$ cat config.mk
export PLATFORM = sky130hd
export DESIGN_NAME = serial_subtractor
export DESIGN_NICKNAME = d
export VERILOG_FILES = /design/src/rtl/serial_subtractor.sv
export SDC_FILE = /design/constraint.sdc
export NUM_CORES = 1
export LEC_CHECK = 0
export CAP_MARGIN = 10
export CORE_MARGIN = 2
export CORE_UTILIZATION = 25
export DETAILED_ROUTE_END_ITERATION = 8
export PLACE_DENSITY_LB_ADDON = 0.1
export SETUP_SLACK_MARGIN = 0.02
export SYNTH_ARGS = -nofsm -noshare
export SYNTH_HDL_FRONTEND = slang
export SYNTH_SLANG_ARGS = --single-unit
$ cat constraint.sdc
create_clock -name clk -period 1.9 [get_ports clk]
set_clock_uncertainty 0.15 [all_clocks]
set_input_delay 0.38 -clock clk [delete_from_list [all_inputs] [get_ports clk]]
set_output_delay 0.38 -clock clk [all_outputs]
set_load 0.01 [all_outputs]
$ cat src/rtl/serial_subtractor.sv
// ---------------------------------------------------------------------------
// serial_subtractor
//
// Bit-serial N-bit unsigned subtractor, the companion of serial_adder.
// Both operands are captured on a load edge. One bit is processed per clock,
// LSB first, through a single full-subtractor cell whose borrow is kept in a
// flop. N edges after the last load, the parallel difference and borrow-out
// are presented and done is raised.
//
// Ports
//   clk    in   1  rising-edge clock
//   reset  in   1  asynchronous active-low reset
//   a      in   N  minuend, sampled on a load edge
//   b      in   N  subtrahend, sampled on a load edge
//   load   in   1  start / restart request
//   diff   out  N  registered (a - b) mod 2^N
//   bout   out  1  registered borrow-out, high iff a < b
//   busy   out  1  high while bits are being processed
//   done   out  1  result valid, held until the next load or reset
// ---------------------------------------------------------------------------
module serial_subtractor #(
  parameter int N = 4
) (
  input  logic         clk,
  input  logic         reset,
  input  logic [N-1:0] a,
  input  logic [N-1:0] b,
  input  logic         load,
  output logic [N-1:0] diff,
  output logic         bout,
  output logic         busy,
  output logic         done
);

  localparam int CW = (N > 1) ? $clog2(N) : 1;
  localparam logic [CW-1:0] LAST_BIT = CW'(N - 1);

  typedef enum logic {
    IDLE,
    SHIFT
  } state_t;

  state_t         state_q;
  logic [N-1:0]   sa_q;
  logic [N-1:0]   sb_q;
  logic [N-1:0]   sd_q;
  logic           br_q;
  logic [CW-1:0]  cnt_q;

  logic           diffBit_d;
  logic           borrow_d;
  logic [N-1:0]   sdShift_d;

  // Full-subtractor cell on the current LSBs and the stored borrow. The
  // shifted difference is also the final result on the completion edge.
  assign diffBit_d = sa_q[0] ^ sb_q[0] ^ br_q;
  assign borrow_d  = (~sa_q[0] & sb_q[0]) | (~(sa_q[0] ^ sb_q[0]) & br_q);
  assign sdShift_d = {diffBit_d, sd_q[N-1:1]};

  // Single-process FSM. load has priority over everything else, so it also
  // wins over the completion edge. In that case the finishing result is
  // dropped and done stays low. diff/bout are only written on completion,
  // which keeps partial results invisible.
  always_ff @(posedge clk or negedge reset) begin
    if (!reset) begin
      state_q <= IDLE;
      sa_q    <= '0;
      sb_q    <= '0;
      sd_q    <= '0;
      br_q    <= 1'b0;
      cnt_q   <= '0;
      diff    <= '0;
      bout    <= 1'b0;
      busy    <= 1'b0;
      done    <= 1'b0;
    end else if (load) begin
      state_q <= SHIFT;
      sa_q    <= a;
      sb_q    <= b;
      br_q    <= 1'b0;
      cnt_q   <= '0;
      busy    <= 1'b1;
      done    <= 1'b0;
    end else if (state_q == SHIFT) begin
      sa_q  <= sa_q >> 1;
      sb_q  <= sb_q >> 1;
      sd_q  <= sdShift_d;
      br_q  <= borrow_d;
      cnt_q <= cnt_q + CW'(1);
      if (cnt_q == LAST_BIT) begin
        // The counter is cleared explicitly because N need not be a power of two.
        cnt_q   <= '0;
        diff    <= sdShift_d;
        bout    <= borrow_d;
        done    <= 1'b1;
        busy    <= 1'b0;
        state_q <= IDLE;
      end
    end
  end

endmodule

==> flow_metrics.tcl, run 1 <==
set metrics [dict create \
    critPathKind "flop to output port" \
    die_w_um 66.0 \
    grt_pass1_vias 662 \
    dieArea_sq_um 4350 \
    cts_resized 0 \
    reg2reg_from "sa_q[0]$_DFFE_PN0P_" \
    yosys_warnings 0 \
    firstDrtPassIters 2 \
    worstPathRequired_ns 1.37 \
    final_hold_viol_count 0 \
    rrSetupSlack_ns 0.44 \
    maxCapViolCount 0 \
    p_per_area_nw_per_um2 1100 \
    worstReg2RegEnd "sd_q[3]$_DFFE_PN0P_" \
    synth_seq_cells 22 \
    path_cells "clkdlybuf4s50_1" \
    tns_ns 0 \
    yosysUniqueCellTypes 21 \
    die_height_um 66.0 \
    startpoint_type "flop" \
    final-setup-viol-count 0 \
    io_buffers 17 \
    drtAntennaViolNets 0 \
    antenna_cells 0 \
    globalRouteOverflowTotal 0 \
    grt_pass1_wl_mm 3.14 \
    crit_family "buffers and inverters" \
    insertion_delay_ns 0.26 \
    grt_max_degree 23 \
    cp_num_buf_inv 1 \
    syn-cell-area_sq_um 960 \
    initial_core_util 0.260 \
    min_period_over_period 0.884 \
    worstMarginPinSlew_ns 0.291 \
    core_area_sq_um 3690 \
    postSynthCellCount 78 \
    grtUsageTotal 0.0955 \
    reg2regPathDepth 2 \
    rows 22 \
    numCtsBuffers 3 \
    end_kind "output port" \
    drt_wl_total_mm 1.66 \
    synth_nets 91 \
    fin_util 0.339 \
    nets 113 \
    cp.depth 1 \
    grt_setup_unrepaired "no" \
    clock-sinks 22 \
    hold_path.class "input port to async pin" \
    critPathArrivalTime_ns 1.15 \
    syn2layout_area_growth_pct 30.1 \
    drive_above_1_share 0.172 \
    holdBufCountCts 0 \
    post-route-drc-count 0 \
    num_io_pins 18 \
    via_count 616 \
    avgSynthCellArea_sq_um 12.3 \
    via_per_inst 4.19 \
    post_dp_cell_area_sq_um 1190 \
    clk_pin_slew_worst_paths_ns 0.08 \
    worstPathMaxFanout 2 \
    antenna_found_initial 0 \
    leakagePower_nw 0.583 \
    postCtsSetupBuffers 0 \
    first_iter_violations 14 \
    cts_root_buf "clkbuf_8" \
    routedWlPerCell_um 11.3 \
    ys_seq_area_frac 0.574 \
    postLayoutCellArea_sq_um 1250 \
    relSlewSlack 0.806 \
    status "finished, final reports clean" \
    dp_hpwl_mm 1.17 \
    critPathMaxStageDelay_ns 0.53 \
    cp_slowest_cell "clkdlybuf4s50_1" \
    cts_tree "built" \
    max_freq_mhz 595 \
    gp_congestion 0.629 \
    clock_path_buffers 2 \
    drv_slew 0 \
    ir_worst_vdd_uv 474 \
    fin_crit_ns 1.68 \
    cts_max_level 1 \
]
==> worst register-to-register path, delay by kind of cell (launching register included) <==
family | cells | cell delay, ns
flip-flops | 1 | 0.41
adder cells (fa/ha/maj) | 1 | 0.51
multiplexers | 1 | 0.27
==> cells in the final DEF, fill, tap and decap left out, drive strengths merged <==
| cell type | n |
|---|---|
| a211oi | 1 |
| a21o | 2 |
| a21oi | 2 |
| and2b | 1 |
| buf | 4 |
| clkbuf | 4 |
| clkdlybuf4s50 | 17 |
| dfrtp | 22 |
| fa | 1 |
| ha | 1 |
| inv | 4 |
| mux2 | 7 |
| mux2i | 8 |
| nand2 | 9 |
| nand2b | 3 |
| nand3b | 1 |
| nor2 | 3 |
| o21ai | 8 |
| or3b | 1 |
==> stage by stage <==
step,instances,setup WS [ns],power (mW),hold slack [ns]
6_report,147,0.220,1.37,0.312
3_3_place_gp,143,0.182,1.05,0.314
2_1_floorplan,78,0.515,0.869,-0.0656
3_5_place_dp,143,0.146,1.06,0.324
5_1_grt,147,0.176,1.47,0.339
4_1_cts,147,0.204,1.40,0.315
==> state kept, by name, summed over array words and instances (netlist names) <==
name and flops:
bout 1, cnt_q 2, sd_q 3, diff 4
br_q 1, sa_q 4, done 1, state_q 1
busy 1, sb_q 4
==> worst max path at each step <==
| stage | from | endpoint | slack (ns) |
|---|---|---|---|
| final | busy$_DFFE_PN0P_ | busy | 0.22 |
| after global routing | busy$_DFFE_PN0P_ | busy | 0.18 |
| after CTS | busy$_DFFE_PN0P_ | busy | 0.20 |
| after detailed placement | load | sd_q[2]$_DFFE_PN0P_ | 0.15 |
| after global placement | load | sd_q[1]$_DFFE_PN0P_ | 0.18 |
| after floorplan | sa_q[0]$_DFFE_PN0P_ | sd_q[3]$_DFFE_PN0P_ | 0.51 |
==> metal layers <==
metal,global-route usage,share of wire,vias to the layer above
li1,-,-,302
met5,0,0,-
met4,0.0306,0.0078,0
met1,0.128,0.49,299
met2,0.141,0.45,13
met3,0.0375,0.049,2
==> report_power, final <==
part           internal, mW  switching (mW)  leakage, nW
logic                 0.238           0.146        0.288
registers             0.587          0.0677        0.267
clock network         0.185           0.150       0.0288
==> logic make-up (layout without fill, tap and decap cells) <==
family,after synthesis,count (layout),synth area share
AND/OR/NAND/NOR,18,18,0.104
flip-flops,22,22,0.574
buffers and inverters,8,29,0.0430
multiplexers,15,15,0.166
adder cells (fa/ha/maj),2,2,0.0339
AO/OA/AOI/OAI,13,13,0.0795
==> Yosys cell counts, drive strengths merged <==
cell	count	area [sq um]
clkbuf	1	3.75
dfrtp	22	551
nor2	3	11.3
a211oi	1	7.51
buf	3	22.5
a21o	2	15.0
a21oi	2	13.8
or3b	1	8.76
o21ai	8	40.0
fa	1	20.0
nand2b	3	18.8
nand3b	1	20.0
and2b	1	7.51
mux2	7	78.8
nand2	9	33.8
inv	4	15.0
mux2i	8	80.1
ha	1	12.5
==> final cells by class <==
cell class	instances	area, sq um
inverter	4	15.0
timing repair buffer	21	200
sequential	22	551
tap	48	60.1
fill	397	2440
clock buffer	4	55.1
multi-input combinational	48	368
(Power assumes the default switching activity.)
==> inputs of run 2 (changes only) <==
- CELL_PAD_IN_SITES_DETAIL_PLACEMENT: unset -> 0
- CELL_PAD_IN_SITES_GLOBAL_PLACEMENT: unset -> 1
- CTS_CLUSTER_DIAMETER: unset -> 30
==> flow_metrics.tcl, run 2 (synthesis results as in run 1) <==
set metrics [dict create \
    reg.largest.list "diff (4), sa_q (4), sb_q (4)" \
    grtUsageTotal 0.0925 \
    pwr-share-clk 0.296 \
    cp_slowest_cell "clkdlybuf4s50_1" \
    via_count 620 \
    antenna_cells 0 \
    cts_tree "built" \
    syn2layout_area_growth_pct 31.8 \
    p_sw_frac 0.252 \
    path_cells "clkdlybuf4s50_1" \
    clock-sinks 22 \
    die_height_um 66.0 \
    drt_wl_total_mm 1.74 \
    insertion_delay_ns 0.26 \
    post_dp_cell_area_sq_um 1190 \
    seq_power_share 0.446 \
    relSlewSlack 0.802 \
    die_w_um 66.0 \
    final_common_cell "dfrtp_1" \
    grt_max_degree 23 \
    dieArea_sq_um 4350 \
    grt_setup_unrepaired "no" \
    first_iter_violations 27 \
    maxCapViolCount 0 \
    drtAntennaViolNets 0 \
    via_per_inst 4.22 \
    critPathLaunch "diff[3]$_DFFE_PN0P_" \
    final_hold_viol_count 0 \
    cts_max_level 1 \
    fillers 393 \
    startpoint_type "flop" \
    dp_hpwl_mm 1.24 \
    post-route-drc-count 0 \
    clk_pin_slew_worst_paths_ns 0.08 \
    leakagePower_nw 0.591 \
    worstPathMaxFanout 2 \
    reg2reg_from "cnt_q[0]$_DFFE_PN0P_" \
    final_cell_mix "22 x dfrtp_1, 17 x clkdlybuf4s50_1, 9 x nand2_1" \
    core_area_sq_um 3690 \
    end_kind "output port" \
    worstPathRequired_ns 1.37 \
    max_freq_mhz 591 \
    critPathArrivalTime_ns 1.16 \
    fin_util 0.343 \
    hold_path.class "input port to async pin" \
    grt_pass1_wl_mm 2.99 \
    reg2regPathDepth 3 \
    cp_num_buf_inv 1 \
    numCtsBuffers 3 \
    postLayoutCellArea_sq_um 1260 \
    rrSetupSlack_ns 0.44 \
    clock_path_buffers 2 \
    holdBufCountCts 0 \
    antenna_found_initial 0 \
    critPathMaxStageDelay_ns 0.54 \
    rows 22 \
    io_buffers 17 \
    drv_slew 0 \
    initial_core_util 0.260 \
    p_per_area_nw_per_um2 1170 \
    cts_resized 0 \
    final-setup-viol-count 0 \
    critPathKind "flop to output port" \
    worstReg2RegEnd "cnt_q[0]$_DFFE_PN0P_" \
    p_switching_mw 0.372 \
    min_period_over_period 0.891 \
    cts_root_buf "clkbuf_8" \
    grt_pass1_vias 653 \
    fin_crit_ns 1.69 \
    nets 113 \
    power_frac_comb 0.257 \
    routedWlPerCell_um 11.8 \
    internal_power_mw 1.10 \
    crit_family "buffers and inverters" \
    postCtsSetupBuffers 0 \
    gp_congestion 0.617 \
    worstMarginPinSlew_ns 0.297 \
    num_io_pins 18 \
    firstDrtPassIters 4 \
    ir_worst_vdd_uv 366 \
    status "finished, final reports clean" \
    tns_ns 0 \
    globalRouteOverflowTotal 0 \
    drive_above_1_share 0.172 \
]
[run 2: cell types whose count changed in the layout (fill, tap and decap cells not counted), sizes merged]
| cell | previous run | this run |
|---|---|---|
| bufinv | 0 | 1 |
| clkbuf | 4 | 3 |
[run 2: through the flow]
stage	cells	hold slack [ns]	worst slack, ns	total power, mW
CTS	147	0.315	0.191	1.51
detailed placement	143	0.322	0.111	1.06
global placement	143	0.314	0.166	1.05
global route	147	0.329	0.154	1.57
floorplan	78	-0.0656	0.515	0.869
finish	147	0.311	0.208	1.48
[run 2: final cells by class]
| cell class | count | area [sq um] | area share |
|---|---|---|---|
| inverter | 4 | 15.0 | 0.0119 |
| multi-input combinational | 48 | 368 | 0.291 |
| timing repair buffer | 21 | 200 | 0.158 |
| sequential | 22 | 551 | 0.435 |
| tap | 48 | 60.1 | 0.0475 |
| clock inverter | 1 | 30.0 | 0.0237 |
| clock buffer | 3 | 41.3 | 0.0326 |
[run 2: layer usage]
layer	part of all wire	vias up	wire length (um)	GRT usage
met5	0	-	0	0
met4	0.014	0	24	0.0459
met3	0.041	4	72	0.0256
met2	0.49	11	856	0.155
met1	0.45	301	786	0.108
li1	-	304	-	-
[run 2: worst max-delay path by stage]
stage                                to  slack [ns]  cells past startpoint
floorplan           sd_q[3]$_DFFE_PN0P_        0.51                      2
global placement    sd_q[1]$_DFFE_PN0P_        0.17                      3
detailed placement  sd_q[2]$_DFFE_PN0P_        0.11                      3
CTS                             diff[3]        0.19                      1
global route                    diff[3]        0.15                      1
finish                          diff[3]        0.21                      1
[run 2: power by group through the flow]
stage / clock, mW / combinational [mW] / sequential [mW]
after detailed placement: 0 / 0.389 / 0.671
after floorplan: 0 / 0.192 / 0.677
after CTS: 0.453 / 0.390 / 0.663
after global routing: 0.478 / 0.419 / 0.677
after global placement: 0 / 0.383 / 0.667
final: 0.438 / 0.380 / 0.659
==> inputs of run 3 (changes only) <==
- CTS_CLUSTER_SIZE: unset -> 28
- SETUP_SLACK_MARGIN: 0.02 -> 0.1
==> results of run 3 <==
No change in the layout: final DEF, timing and power equal those of run 2.
